===== src/rtl/state_reg_pkg.sv =====
// Shared definitions for the one-hot state register slice.
// Holds the default parameter constants, the request classification used
// by the next-state logic, and the binary index width helper.
package state_reg_pkg;

  localparam int DEF_N_STATES  = 5;
  localparam int DEF_RESET_IDX = 0;
  localparam int DEF_RECOVER   = 1;
  localparam int DEF_DWELL_W   = 8;

  // What kind of request the current cycle carries
  typedef enum logic [1:0] {
    REQ_HOLD    = 2'd0,
    REQ_FORCE   = 2'd1,
    REQ_LOAD    = 2'd2,
    REQ_ILLEGAL = 2'd3
  } req_kind_e;

  // Binary index width for n one-hot bits, never narrower than one bit
  function automatic int idxWidth(input int n);
    return (n < 3) ? 1 : $clog2(n);
  endfunction

endpackage


===== src/rtl/onehot_enc.sv =====
// Combinational one-hot to binary encoder.
// Ports:
//   vec_i   - one-hot input vector
//   idx_o   - binary index of the set bit (OR of set-bit indices if not one-hot)
//   legal_o - high when exactly one bit of vec_i is set
module onehot_enc
  import state_reg_pkg::*;
#(
  parameter int N  = DEF_N_STATES,
  parameter int IW = idxWidth(N)
) (
  input  logic [N-1:0]  vec_i,
  output logic [IW-1:0] idx_o,
  output logic          legal_o
);

  // OR together the indices of all set bits; exact when the input is one-hot
  always_comb begin
    idx_o = '0;
    for (int i = 0; i < N; i++) begin
      if (vec_i[i]) begin
        idx_o = idx_o | IW'(i);
      end
    end
  end

  // Non-zero and clearing the lowest set bit leaves nothing: exactly one bit
  assign legal_o = (vec_i != '0) && ((vec_i & (vec_i - N'(1))) == '0);

endmodule


===== src/rtl/onehot_state_reg.sv =====
// One-hot state register with forced jumps, illegal-request handling,
// change pulse, saturating dwell counter and sticky error flag.
// Ports:
//   clk, rst          - clock, asynchronous active-high reset
//   en, nxt_state     - load request with the requested one-hot state
//   force_vld/_idx    - jump request by binary index, wins over en
//   err_clr           - clears the sticky error flag
//   state, state_idx  - current one-hot state and its binary index
//   changed           - one-cycle pulse after the state value changes
//   dwell             - cycles spent in the current state, saturating
//   err               - sticky illegal-request flag
module onehot_state_reg
  import state_reg_pkg::*;
#(
  parameter int N_STATES  = DEF_N_STATES,
  parameter int RESET_IDX = DEF_RESET_IDX,
  parameter int RECOVER   = DEF_RECOVER,
  parameter int DWELL_W   = DEF_DWELL_W,
  localparam int IW       = idxWidth(N_STATES)
) (
  input  logic                clk,
  input  logic                rst,
  input  logic                en,
  input  logic [N_STATES-1:0] nxt_state,
  input  logic                force_vld,
  input  logic [IW-1:0]       force_idx,
  input  logic                err_clr,
  output logic [N_STATES-1:0] state,
  output logic [IW-1:0]       state_idx,
  output logic                changed,
  output logic [DWELL_W-1:0]  dwell,
  output logic                err
);

  localparam logic [N_STATES-1:0] RESET_VEC = N_STATES'(1) << RESET_IDX;
  localparam logic [DWELL_W-1:0]  DWELL_MAX = {DWELL_W{1'b1}};

  logic [N_STATES-1:0] state_q, state_d;
  logic                changed_q, changed_d;
  logic [DWELL_W-1:0]  dwell_q, dwell_d;
  logic                err_q, err_d;

  logic [IW-1:0]       nxtIdx;
  logic                nxtLegal;
  logic                stateLegal;
  logic                forceInRange;
  req_kind_e           reqKind;

  onehot_enc #(.N(N_STATES), .IW(IW)) u_nxt_enc (
    .vec_i   (nxt_state),
    .idx_o   (nxtIdx),
    .legal_o (nxtLegal)
  );

  onehot_enc #(.N(N_STATES), .IW(IW)) u_state_enc (
    .vec_i   (state_q),
    .idx_o   (state_idx),
    .legal_o (stateLegal)
  );

  assign forceInRange = int'(force_idx) < N_STATES;

  // Classify the request, then derive next state, change pulse, dwell and err
  always_comb begin
    reqKind = REQ_HOLD;
    if (force_vld) begin
      reqKind = forceInRange ? REQ_FORCE : REQ_ILLEGAL;
    end else if (en) begin
      reqKind = nxtLegal ? REQ_LOAD : REQ_ILLEGAL;
    end

    state_d = state_q;
    unique case (reqKind)
      REQ_FORCE:   state_d = N_STATES'(1) << force_idx;
      // Rebuild from the index so the loaded value is one-hot by construction
      REQ_LOAD:    state_d = N_STATES'(1) << nxtIdx;
      REQ_ILLEGAL: if (RECOVER != 0) state_d = RESET_VEC;
      default:     state_d = state_q;
    endcase
    // Self-heal should the register ever be upset out of one-hot
    if (!stateLegal) state_d = RESET_VEC;

    changed_d = (state_d != state_q);

    // Reloading the same state keeps counting
    if (changed_d) begin
      dwell_d = '0;
    end else if (dwell_q == DWELL_MAX) begin
      dwell_d = dwell_q;
    end else begin
      dwell_d = dwell_q + DWELL_W'(1);
    end

    // A new illegal request beats a clear on the same edge
    if (reqKind == REQ_ILLEGAL) begin
      err_d = 1'b1;
    end else if (err_clr) begin
      err_d = 1'b0;
    end else begin
      err_d = err_q;
    end
  end

  // State and status registers
  always_ff @(posedge clk or posedge rst) begin
    if (rst) begin
      state_q   <= RESET_VEC;
      changed_q <= 1'b0;
      dwell_q   <= '0;
      err_q     <= 1'b0;
    end else begin
      state_q   <= state_d;
      changed_q <= changed_d;
      dwell_q   <= dwell_d;
      err_q     <= err_d;
    end
  end

  assign state   = state_q;
  assign changed = changed_q;
  assign dwell   = dwell_q;
  assign err     = err_q;

endmodule

===== config.mk =====
export PLATFORM = sky130hd
export DESIGN_NAME = onehot_state_reg
export DESIGN_NICKNAME = d
export VERILOG_FILES = /design/src/rtl/state_reg_pkg.sv /design/src/rtl/onehot_enc.sv /design/src/rtl/onehot_state_reg.sv
export SDC_FILE = /design/constraint.sdc
export NUM_CORES = 1
export LEC_CHECK = 0
export BUFFER_PORTS_ARGS = -buffer_cell sky130_fd_sc_hd__buf_2
export CAP_MARGIN = 5
export CORE_MARGIN = 1.5
export CORE_UTILIZATION = 50
export DETAILED_ROUTE_END_ITERATION = 6
export PLACE_DENSITY = 0.77
export SYNTH_ARGS = -nofsm -noshare
export SYNTH_HDL_FRONTEND = slang
export SYNTH_HIERARCHICAL = 1
export SYNTH_SLANG_ARGS = --single-unit

===== constraint.sdc =====
create_clock -name clk -period 2.4 [get_ports clk]
set_input_delay 0.36 -clock clk [delete_from_list [all_inputs] [get_ports clk]]
set_output_delay 0.36 -clock clk [all_outputs]
set_load 0.1 [all_outputs]

==> results.md, run 1 <==
* Outcome: completed
* Clock Tree Root: clkbuf_4
* Crit path DAT at 2560 ps
* Total GRT Usage at 22.0%
* I/O pin cnt at 31
* Initial antenna violation count at 0
* Detail Route Antenna Nets at 0
* Sequential element share of the synthesized area at approximately a third
* #FFs+latches synth at 15
* Maximum clock frequency at approximately 0.42 GHz
* PD cells at 875 nW/um2
* Yosys cell types at 42
* First-pass GRT wire length at between 4 and 5 mm
* Hold WC Path Type: input port to asynchronous set/reset pin
* Clock Latency Late Sink at 290 ps
* DRC violations left at 0
* Final setup skew at 18.5 ps
* Maximum VDD drop at ~0.61 mV
* IO buf count at 30
* Gpl congestion at 0.891
* P_leak at about 0.00073 uW
* GR Overflow Total at 0
* Mean Syn Cell Area at 8.80 um2
* Fin nets at 190
* Via/cell ratio at roughly 6.1
* Area growth syn-to-layout at 32.9%
* M1 WL at 1.13 mm
* Final Cycle Share at 98.1%
* Post-Place Setup Slack at -267 ps
* CP required at 2610 ps
* Worst-case clock buffer depth at 2
* Final antenna diode count at 0
* Die Wd at 50.6 um
* Area after DPL at 1410 um2
* WL met3 at 188 um
* # H-tree levels at 1
* Fin cells at roughly 200
* Synth Instances at 129
* Final instance area at roughly 1500 um2
* 1st-pass router iterations at 4
* TritonCTS clock tree: built
* Tightest Pin Transition at 547 ps
* Routed vias at 1221
* Die Y-Extent at 50.6 um
* Rows at 17
* WL final at 2.74 mm
* Crit Path Class: input port to flip-flop
* Mapped Nets at 145
* Commonest non-fill, non-tap cells in the layout: 29 x buf_2, 14 x nor2_1, 13 x buf_4
* Vias in the first global route at ~1000
* Initial DRC count at 51
* Met2 WL post-DR at 1.33 mm
* Final Setup Violations at 0
* Max-Slew Margin vs Limit at 63.5%
* Max-cap violations at 0
* Initial Util at 52.3%
* DP HPWL at 1.96 mm
* CTS clk-pin slew, worst paths at 100 ps
* Inserted Clock Buffers at 3
* DIE AREA at ~2600 um2
* Crit. End Element: flip-flop
* CTS sink count at 15
* Register-to-Register Path Depth at 10
* Ys Warns at 6
* Placed Cells incl. Taps at 194
* Most common cell after layout, fill and taps aside: buf_2
* Final Power at 1320 uW
* Final Hold Viols at 0
* Area of the core at 2170 um2
* Pin count of the biggest net entering global routing at 16
* Period minus WS final at between 2000 and 2500 ps
* Fin. max-slew vios at 0
* Avg WL per Cell at 13.6 um
* Final WS setup at 46.7 ps
* Layout cells sized above 1 at approximately two fifths
* Hold-fix buffers at CTS at 0
* Netlist Area Pre-Place at 1130 um2
* Top sig layer: met4
* CP max FO at 8
* CP startpoint kind: input port
==> synthesized netlist by cell type, drive strengths merged <==
cell type	count	area (um2)
o22a	1	10.0
nor3b	2	15.0
nand3	7	35.0
o211ai	2	28.8
buf	4	31.3
o21ai	13	65.1
o211a	1	10.0
o22ai	2	12.5
nor3	5	30.0
o32ai	1	8.76
nand2	7	26.3
a21oi	2	10.0
ha	3	37.5
nor2b	6	37.5
or2	4	25.0
o221ai	2	17.5
a211oi	1	12.5
dfrtp	14	350
xnor2	1	8.76
mux2i	6	72.6
o41ai	3	26.3
dfstp	1	26.3
a31oi	2	12.5
a21o	1	7.51
nand2b	3	18.8
a22oi	1	7.51
xor2	2	17.5
and3b	1	10.0
nand3b	1	7.51
and3	4	25.0
and2	3	18.8
o32a	1	11.3
inv	6	22.5
nor2	14	52.6
mux2	2	26.3
==> worst paths after layout <==
path                              start  endpoint  slack (ps)
max                        nxt_state[0]  dwell[4]          50
min                                 rst  state[1]          90
min reg2reg                         err       err         490
max reg2reg                    state[0]  dwell[4]         210
min in group clk                err_clr       err         350
max in group asynchronous           rst  state[4]        1920
==> power breakdown <==
group          internal, uW  total, uW  switching [uW]
Combinational           237        818             581
Clock                  62.0        143            81.4
Sequential              306        359            52.5
==> worst max-delay path, stage by stage <==
cell,delay (ps)
buf_2,120
xor2_1,160
mux2i_1,120
o21ai_1,80
inv_1,100
a21oi_4,80
ha_4,200
buf_4,140
nor3b_1,340
o211a_1,220
o22ai_1,110
a211oi_2,160
buf_4,170
o211ai_4,90
nor2_1,120
==> repair_timing <==
item,4_1_cts,5_1_grt
buffers inserted,0,2
setup endpoints to repair,0,9
gates resized for setup,0,9
==> kinds of logic after synthesis <==
family	Yosys count	synth area share [%]
AO/OA/AOI/OAI	33	21.2
XOR/XNOR	3	2.32
adder cells (fa/ha/maj)	3	3.31
buffers and inverters	10	4.74
flip-flops	15	33.2
multiplexers	8	8.71
AND/OR/NAND/NOR	57	26.6
==> through the flow <==
| step | hold WS [ps] | utilization [%] | TNS [ps] |
|---|---|---|---|
| floorplan | 260 | - | 0 |
| global placement | 418 | 64.8 | -1520 |
| detailed placement | 424 | 64.8 | -2250 |
| CTS | 112 | 66.0 | 0 |
| global route | 111 | 69.5 | -246 |
| finish | 91.4 | 69.5 | 0 |
==> area by class of cell <==
cell class / instances / area (um2)
multi-input cells: 105 / 783
fillers: 166 / 662
flip-flops and latches: 15 / 385
repair buffers: 43 / 254
well taps: 28 / 35.0
clock buffers: 3 / 22.5
inverters: 6 / 22.5
clock inverters: 1 / 5.00
==> flip-flops by register name (all words and copies together), names as in the netlist <==
name     count
state        5
dwell        8
err          1
changed      1
==> metal layers <==
layer,vias to the layer above,GRT usage (%)
met1,563,26.6
met2,69,38.8
li1,562,-
met5,-,0
met3,27,3.87
met4,0,8.11
No activity file was read; power rests on OpenSTA's default activity.
==> run 2: changes to the inputs <==
--- a/config.mk
+++ b/config.mk
@@ -7,11 +7,10 @@
 export LEC_CHECK = 0
 export BUFFER_PORTS_ARGS = -buffer_cell sky130_fd_sc_hd__buf_2
 export CAP_MARGIN = 5
-export CORE_MARGIN = 1.5
+export CORE_MARGIN = 3
 export CORE_UTILIZATION = 50
 export DETAILED_ROUTE_END_ITERATION = 6
-export PLACE_DENSITY = 0.77
+export PLACE_DENSITY = 0.76
 export SYNTH_ARGS = -nofsm -noshare
 export SYNTH_HDL_FRONTEND = slang
-export SYNTH_HIERARCHICAL = 1
 export SYNTH_SLANG_ARGS = --single-unit
==> results.md, run 2 <==
* Hold-fix buffers at CTS at 0 (unchanged)
* Met2 Track Usage GR at 41.0% (+2.2 points)
* First-pass GRT wire length at 5.24 mm (+21%)
* CP required at 2610 ps (about the same)
* CP max FO at 5 (-3)
* Maximum clock frequency at 0.363 GHz (-15%)
* Met1 global-route usage at 33.1% (+6.5 points)
* Total GRT Usage at 24.7% (+2.7 points)
* DIE AREA at 2980 um2 (+16%)
* Final Setup Violations at 9 (+9)
* Die Wd at 54.6 um (+7.7%)
* Top_reg_cell synth: dfrtp_1
* Initial DRC count at 62 (+22%)
* Ys Warns at 0 (-6)
* 1st-pass router iterations at 4 (unchanged)
* Count leader, synth: nor2_1
* Via/cell ratio at 5.86 (-3.5%)
* Rows at 16 (-1)
* Initial Util at 56.1% (+3.8 points)
* Worst-case clock buffer depth at 2 (unchanged)
* Final antenna diode count at 0 (unchanged)
* RSZ-0062 raised after global routing: yes
* Clock Latency Late Sink at 290 ps (about the same)
* Most common cell after layout, fill and taps aside: buf_2
* CP startpoint kind: input port
* Mapped Nets at 155 (+6.9%)
* Mean Syn Cell Area at 8.48 um2 (-3.6%)
* Crit path DAT at 2960 ps (+400 ps)
* Detail Route Antenna Nets at 0 (unchanged)
* Yosys cell types at 46 (+9.5%)
* Area growth syn-to-layout at 41.0%
* Yosys top cell by area: dfrtp_1
* Inserted Clock Buffers at 3 (unchanged)
* Failing checks: negative setup slack
* Post-synth EDFFs at 0 (unchanged)
* DP HPWL at 2.52 mm (+28%)
* Clock Tree Root: clkbuf_4
* Fin nets at 211 (+11%)
* Final WS setup at -357 ps (-404 ps)
* Netlist Area Pre-Place at 1180 um2 (+3.9%)
* Initial antenna violation count at 0 (unchanged)
* Vias in the first global route at 1175 (+15%)
* Fin. max-slew vios at 0 (unchanged)
* Commonest non-fill, non-tap cells in the layout: 27 x buf_2, 26 x buf_4, 17 x nor2_1
* Tightest Pin Transition at 550 ps (+3.32 ps)
* CTS sink count at 15 (unchanged)
* CTS clk-pin slew, worst paths at 90 ps (about the same)
* WL final at 3.33 mm (+21%)
* Hold slack at 99.8 ps (+8.36 ps)
* Die Y-Extent at 54.6 um (+7.7%)
* Routed vias at 1296 (+6.1%)
* #FFs+latches synth at 15 (unchanged)
* Max-Slew Margin vs Limit at 63.3% (-0.22 points)
* Crit-path cells: buf_8 -> o41ai_2 -> o21ai_1 -> a21oi_2 -> ha_2 -> or4b_4 -> a211oi_4 -> a211oi_2 -> a221oi_2 -> nand4_4 -> a211oi_2
* Avg WL per Cell at 15.1 um (+10%)
* Max FFs per register at 8 (unchanged)
* Final Power at 1250 uW (-5.2%)
* Crit. End Element: flip-flop
* Final setup skew at 10.2 ps (-8.32 ps)
* P_leak at 0.000786 uW (+8.1%)
* Placed Cells incl. Taps at 212 (+9.3%)
* Max incr delay on CP at 510 ps (+170 ps)
* Commonest cells post-synth: 18 x nor2_1, 14 x dfrtp_1, 14 x o21ai_0
* DRC violations left at 0 (unchanged)
* Busiest grt layer: met2
* CP max stage cell: or4b_4
* Layout cells sized above 1 at 44.3% (+2.7 points)
* Period minus WS final at 2760 ps (+404 ps)
* IO buf count at 30 (unchanged)
* Synth Instances at 139 (+7.8%)
* Pin count of the biggest net entering global routing at 16 (unchanged)
* Gpl congestion at 0.876 (-1.6%)
* Async SR Flop Fraction at 100% (unchanged)
* Area of the core at 2100 um2 (-3.1%)
* # H-tree levels at 1 (unchanged)
* Met3 Use GR at 5.99% (+2.1 points)
* Max-cap violations at 0 (unchanged)
* Post-synth top area share at 29.7% (-1.1 points)
* I/O pin cnt at 31 (unchanged)
* GR Overflow Total at 0 (unchanged)
* Crit Path Class: input port to flip-flop
* Most frequent cell on the critical path: a211oi_2
* Final Hold Viols at 0 (unchanged)
* Maximum VDD drop at 0.994 mV (+62%)
* PD cells at 753 nW/um2 (-14%)
* Hold WC Path Type: input port to asynchronous set/reset pin
* Sequential element share of the synthesized area at 32.0% (-1.2 points)
* TritonCTS clock tree: built
* Outcome: complete, but fails checks
* Final Cycle Share at 115% (+17 points)
* Top post-synthesis cells by area: dfrtp_1 30%, o21ai_0 5.9%, nor2_1 5.7%
* Fin cells at 221 (+10%)
run 2: cell types whose count changed after synthesis, sizes merged, moves of 3 or more:
cell,change
clkbuf,+3
a211oi,+6
mux2i,-4
a21oi,+6
inv,+3
and4,+3
nor2b,-4
or2,-3
nor2,+4
run 2: layer usage:
metal,vias to the layer above,wire length [um]
met5,-,0
met4,0,2
met3,2,229
met2,53,1630
met1,613,1470
li1,628,-
run 2: cell families (layout without fill, tap and decap cells):
| group | after synthesis | count (layout) | synth area share, % |
|---|---|---|---|
| AND/OR/NAND/NOR | 54 | 55 | 26.2 |
| AO/OA/AOI/OAI | 45 | 45 | 27.0 |
| buffers and inverters | 16 | 70 | 6.79 |
| flip-flops | 15 | 15 | 32.0 |
| adder cells (fa/ha/maj) | 3 | 3 | 3.19 |
| XOR/XNOR | 3 | 3 | 2.23 |
| multiplexers | 3 | 3 | 2.65 |
run 2: stage by stage:
stage / util [%] / setup TNS, ps / instance area, um2 / worst slack (ps)
3_5_place_dp: 71.7 / -6790 / 1510 / -705
5_1_grt: 79.0 / -4030 / 1660 / -478
3_3_place_gp: 71.7 / -5860 / 1510 / -621
6_report: 79.0 / -2980 / 1660 / -357
4_1_cts: 79.7 / -2830 / 1680 / -333
2_1_floorplan: - / -4070 / 1200 / -507
run 2: final cells by class:
class	instances	area (um2)
Multi-Input combinational cell	109	802
Fill cell	138	440
Timing Repair Buffer	57	388
Sequential cell	15	377
Inverter	9	33.8
Tap cell	27	33.8
Clock buffer	3	22.5
Clock inverter	1	5.00
run 2: power by group:
part	leakage (uW)	internal, uW	switching [uW]
Combinational	0.000569	216	550
Sequential	0.000199	294	48.8
Clock	0.0000177	61.9	81.3
Total	0.000786	571	680
run 2: path summary, 6_finish.rpt:
path / startpoint / to / slack (ps) / depth (start not counted)
worst min-delay path: rst / changed / 100 / 2
max in group asynchronous: rst / dwell[2] / 1930 / 2
worst min register to register: err / err / 480 / 1
worst max register to register: state[3] / dwell[3] / 220 / 6
worst max-delay path: nxt_state[4] / dwell[3] / -360 / 11
min in group clk: err_clr / err / 330 / 3
run 2: what timing repair did:
| action | CTS | global route |
|---|---|---|
| pin swaps | 8 | 1 |
| buffers inserted | 8 | 0 |
| endpoints found under the setup margin | 10 | 10 |
| resized for setup | 16 | 3 |
| cloned | 1 | 0 |
run 2: worst max-delay path: cells and delay by family:
family | cells | cell delay [ps]
AO/OA/AOI/OAI | 7 | 1520
AND/OR/NAND/NOR | 2 | 730
adder cells (fa/ha/maj) | 1 | 240
buffers and inverters | 1 | 110
==> run 3: changes to the inputs <==
==> constraint.sdc (replaced) <==
create_clock -name clk -period 2.4 [get_ports clk]
set_input_delay 0.48 -clock clk [delete_from_list [all_inputs] [get_ports clk]]
set_output_delay 0.48 -clock clk [all_outputs]
set_load 0.1 [all_outputs]
==> results.md, run 3 (synthesis results as in run 2) <==
* Outcome: complete, but fails checks
* Failing checks: negative setup slack
* Crit path DAT at 3070 ps (+110 ps)
* Hold WC Path Type: input port to asynchronous set/reset pin
* CP max FO at 8 (+3)
* Initial antenna violation count at 0 (unchanged)
* Via/cell ratio at 5.92 (+1.0%)
* Final setup skew at 19.6 ps (+9.38 ps)
* Rows at 16 (unchanged)
* PD cells at 751 nW/um2 (-0.27%)
* Most frequent cell on the critical path: o21ai_1
* Crit. End Element: flip-flop
* Register-to-Register Path Depth at 7 (+1)
* Max incr delay on CP at 370 ps (-140 ps)
* CTS clk-pin slew, worst paths at 100 ps (about the same)
* Fin nets at 210 (-0.47%)
* DRC violations left at 0 (unchanged)
* CP required at 2620 ps (about the same)
* Avg WL per Cell at 14.8 um (-2.0%)
* DIE AREA at 2980 um2 (unchanged)
* Critical path's top delay family: compound AO/OA/AOI/OAI gates
* Gpl congestion at 0.922 (+5.2%)
* P_leak at 0.000773 uW (-1.6%)
* Final Power at 1230 uW (-1.4%)
* IO buf count at 30 (unchanged)
* Maximum VDD drop at 0.938 mV (-5.6%)
* Final Cycle Share at 119% (+4.1 points)
* Detail Route Antenna Nets at 0 (unchanged)
* Inserted Clock Buffers at 3 (unchanged)
* Max-cap violations at 0 (unchanged)
* Crit Path Class: input port to flip-flop
* GR Overflow Total at 0 (unchanged)
* Crit-path cells: buf_8 -> xor2_2 -> o21ai_1 -> o21ai_1 -> o21ai_1 -> a21oi_2 -> ha_2 -> buf_4 -> or3_4 -> a211oi_4 -> a211oi_2 -> a221oi_2 -> buf_4 -> nand4_4 -> nor3_2
* RSZ-0062 raised after global routing: yes
* Fin. max-slew vios at 0 (unchanged)
* Area after DPL at 1500 um2 (-0.50%)
* Maximum clock frequency at 0.350 GHz (-3.4%)
* CP max stage cell: or3_4
* Buffers & Inverters on Critical Path at 3 (+2)
* Final TNS setup at -3690 ps (-712 ps)
* Worst-case clock buffer depth at 2 (unchanged)
* 1st-pass router iterations at 4 (unchanged)
* Area of the core at 2100 um2 (unchanged)
* Die Y-Extent at 54.6 um (unchanged)
* Final antenna diode count at 0 (unchanged)
* Layout cells sized above 1 at 44.6% (+0.23 points)
* Commonest non-fill, non-tap cells in the layout: 28 x buf_2, 26 x buf_4, 17 x nor2_1
* Final WS setup at -456 ps (-98.4 ps)
* Flop-to-flop setup slack at 190 ps (-30 ps)
* Total GRT Usage at 24.1% (-0.58 points)
* I/O pin cnt at 31 (unchanged)
* TritonCTS clock tree: built
* Most common cell after layout, fill and taps aside: buf_2
* Area growth syn-to-layout at 39.4%
* Fill cells at 154 (+12%)
* Max-Slew Margin vs Limit at 62.1% (-1.1 points)
* Max FFs per register at 8 (unchanged)
* Reg2reg end: dwell[5]
* CP startpoint kind: input port
* Pin count of the biggest net entering global routing at 16 (unchanged)
* R2R Path Start: state[2]
* Initial Util at 56.1% (unchanged)
* Die Wd at 54.6 um (unchanged)
* Tightest Pin Transition at 567 ps (+17.0 ps)
* Clock Latency Late Sink at 290 ps (about the same)
* Period minus WS final at 2860 ps (+98.4 ps)
* DP HPWL at 2.31 mm (-8.4%)
* Core Util, Final at 78.2% (-0.89 points)
* Final Hold Viols at 0 (unchanged)
* Final instance area at 1640 um2 (-1.1%)
* Final Setup Violations at 10 (+1)
* Vias in the first global route at 1180 (+0.43%)
* Routed vias at 1303 (+0.54%)
* Clock Tree Root: clkbuf_4
* # H-tree levels at 1 (unchanged)
* Initial DRC count at 38 (-39%)
* WL final at 3.25 mm (-2.5%)
* First-pass GRT wire length at 5.29 mm (+0.92%)
* CTS sink count at 15 (unchanged)
[run 3: worst max-delay path by stage]
stage                    end  slack, ps  cells after the start         start
floorplan           dwell[6]       -630                     14  nxt_state[3]
global placement    dwell[1]       -760                     13  nxt_state[1]
detailed placement  dwell[6]       -810                     15  nxt_state[4]
CTS                 dwell[5]       -410                     14  nxt_state[4]
global route        dwell[5]       -600                     15  nxt_state[4]
finish              dwell[5]       -460                     15  nxt_state[4]
[run 3: stage by stage]
| step | worst slack [ps] | hold WS, ps | cells |
|---|---|---|---|
| 3_5_place_dp | -813 | 472 | 211 |
| 4_1_cts | -413 | 238 | 219 |
| 3_3_place_gp | -758 | 463 | 211 |
| 5_1_grt | -598 | 255 | 220 |
| 2_1_floorplan | -627 | 381 | 139 |
| 6_report | -456 | 222 | 220 |
[run 3: layer usage]
| layer | part of all wire, % | track usage (%) | wire (um) | vias up |
|---|---|---|---|---|
| li1 | - | - | - | 628 |
| met1 | 45 | 32.2 | 1460 | 614 |
| met2 | 47 | 39.8 | 1530 | 55 |
| met3 | 6.3 | 5.45 | 204 | 6 |
| met4 | 1.6 | 4.56 | 51 | 0 |
| met5 | 0 | 0 | 0 | - |
[run 3: final cells by class]
class / instances / area [um2] / share of cell area (%)
flip-flops and latches: 15 / 377 / 22.9
clock inverters: 1 / 5.00 / 0.305
repair buffers: 56 / 362 / 22.0
inverters: 9 / 33.8 / 2.06
clock buffers: 3 / 22.5 / 1.37
multi-input cells: 109 / 810 / 49.3
well taps: 27 / 33.8 / 2.06
[run 3: where the power goes]
part	total (uW)	leakage [uW]	switching [uW]	internal, uW
Clock	145	0.0000177	83.1	61.9
Combinational	747	0.000556	538	209
Sequential	342	0.000199	48.6	294
Total	1230	0.000773	669	564
[run 3: timing repair]
| action | 4_1_cts | 5_1_grt |
|---|---|---|
| pin swaps | 13 | 12 |
| cloned | 1 | 0 |
| setup buffers | 3 | 2 |
| endpoints found under the setup margin | 12 | 13 |
| resized for setup | 11 | 7 |
| hold buffers | 0 | 0 |
| endpoints found under the hold margin | 0 | 0 |
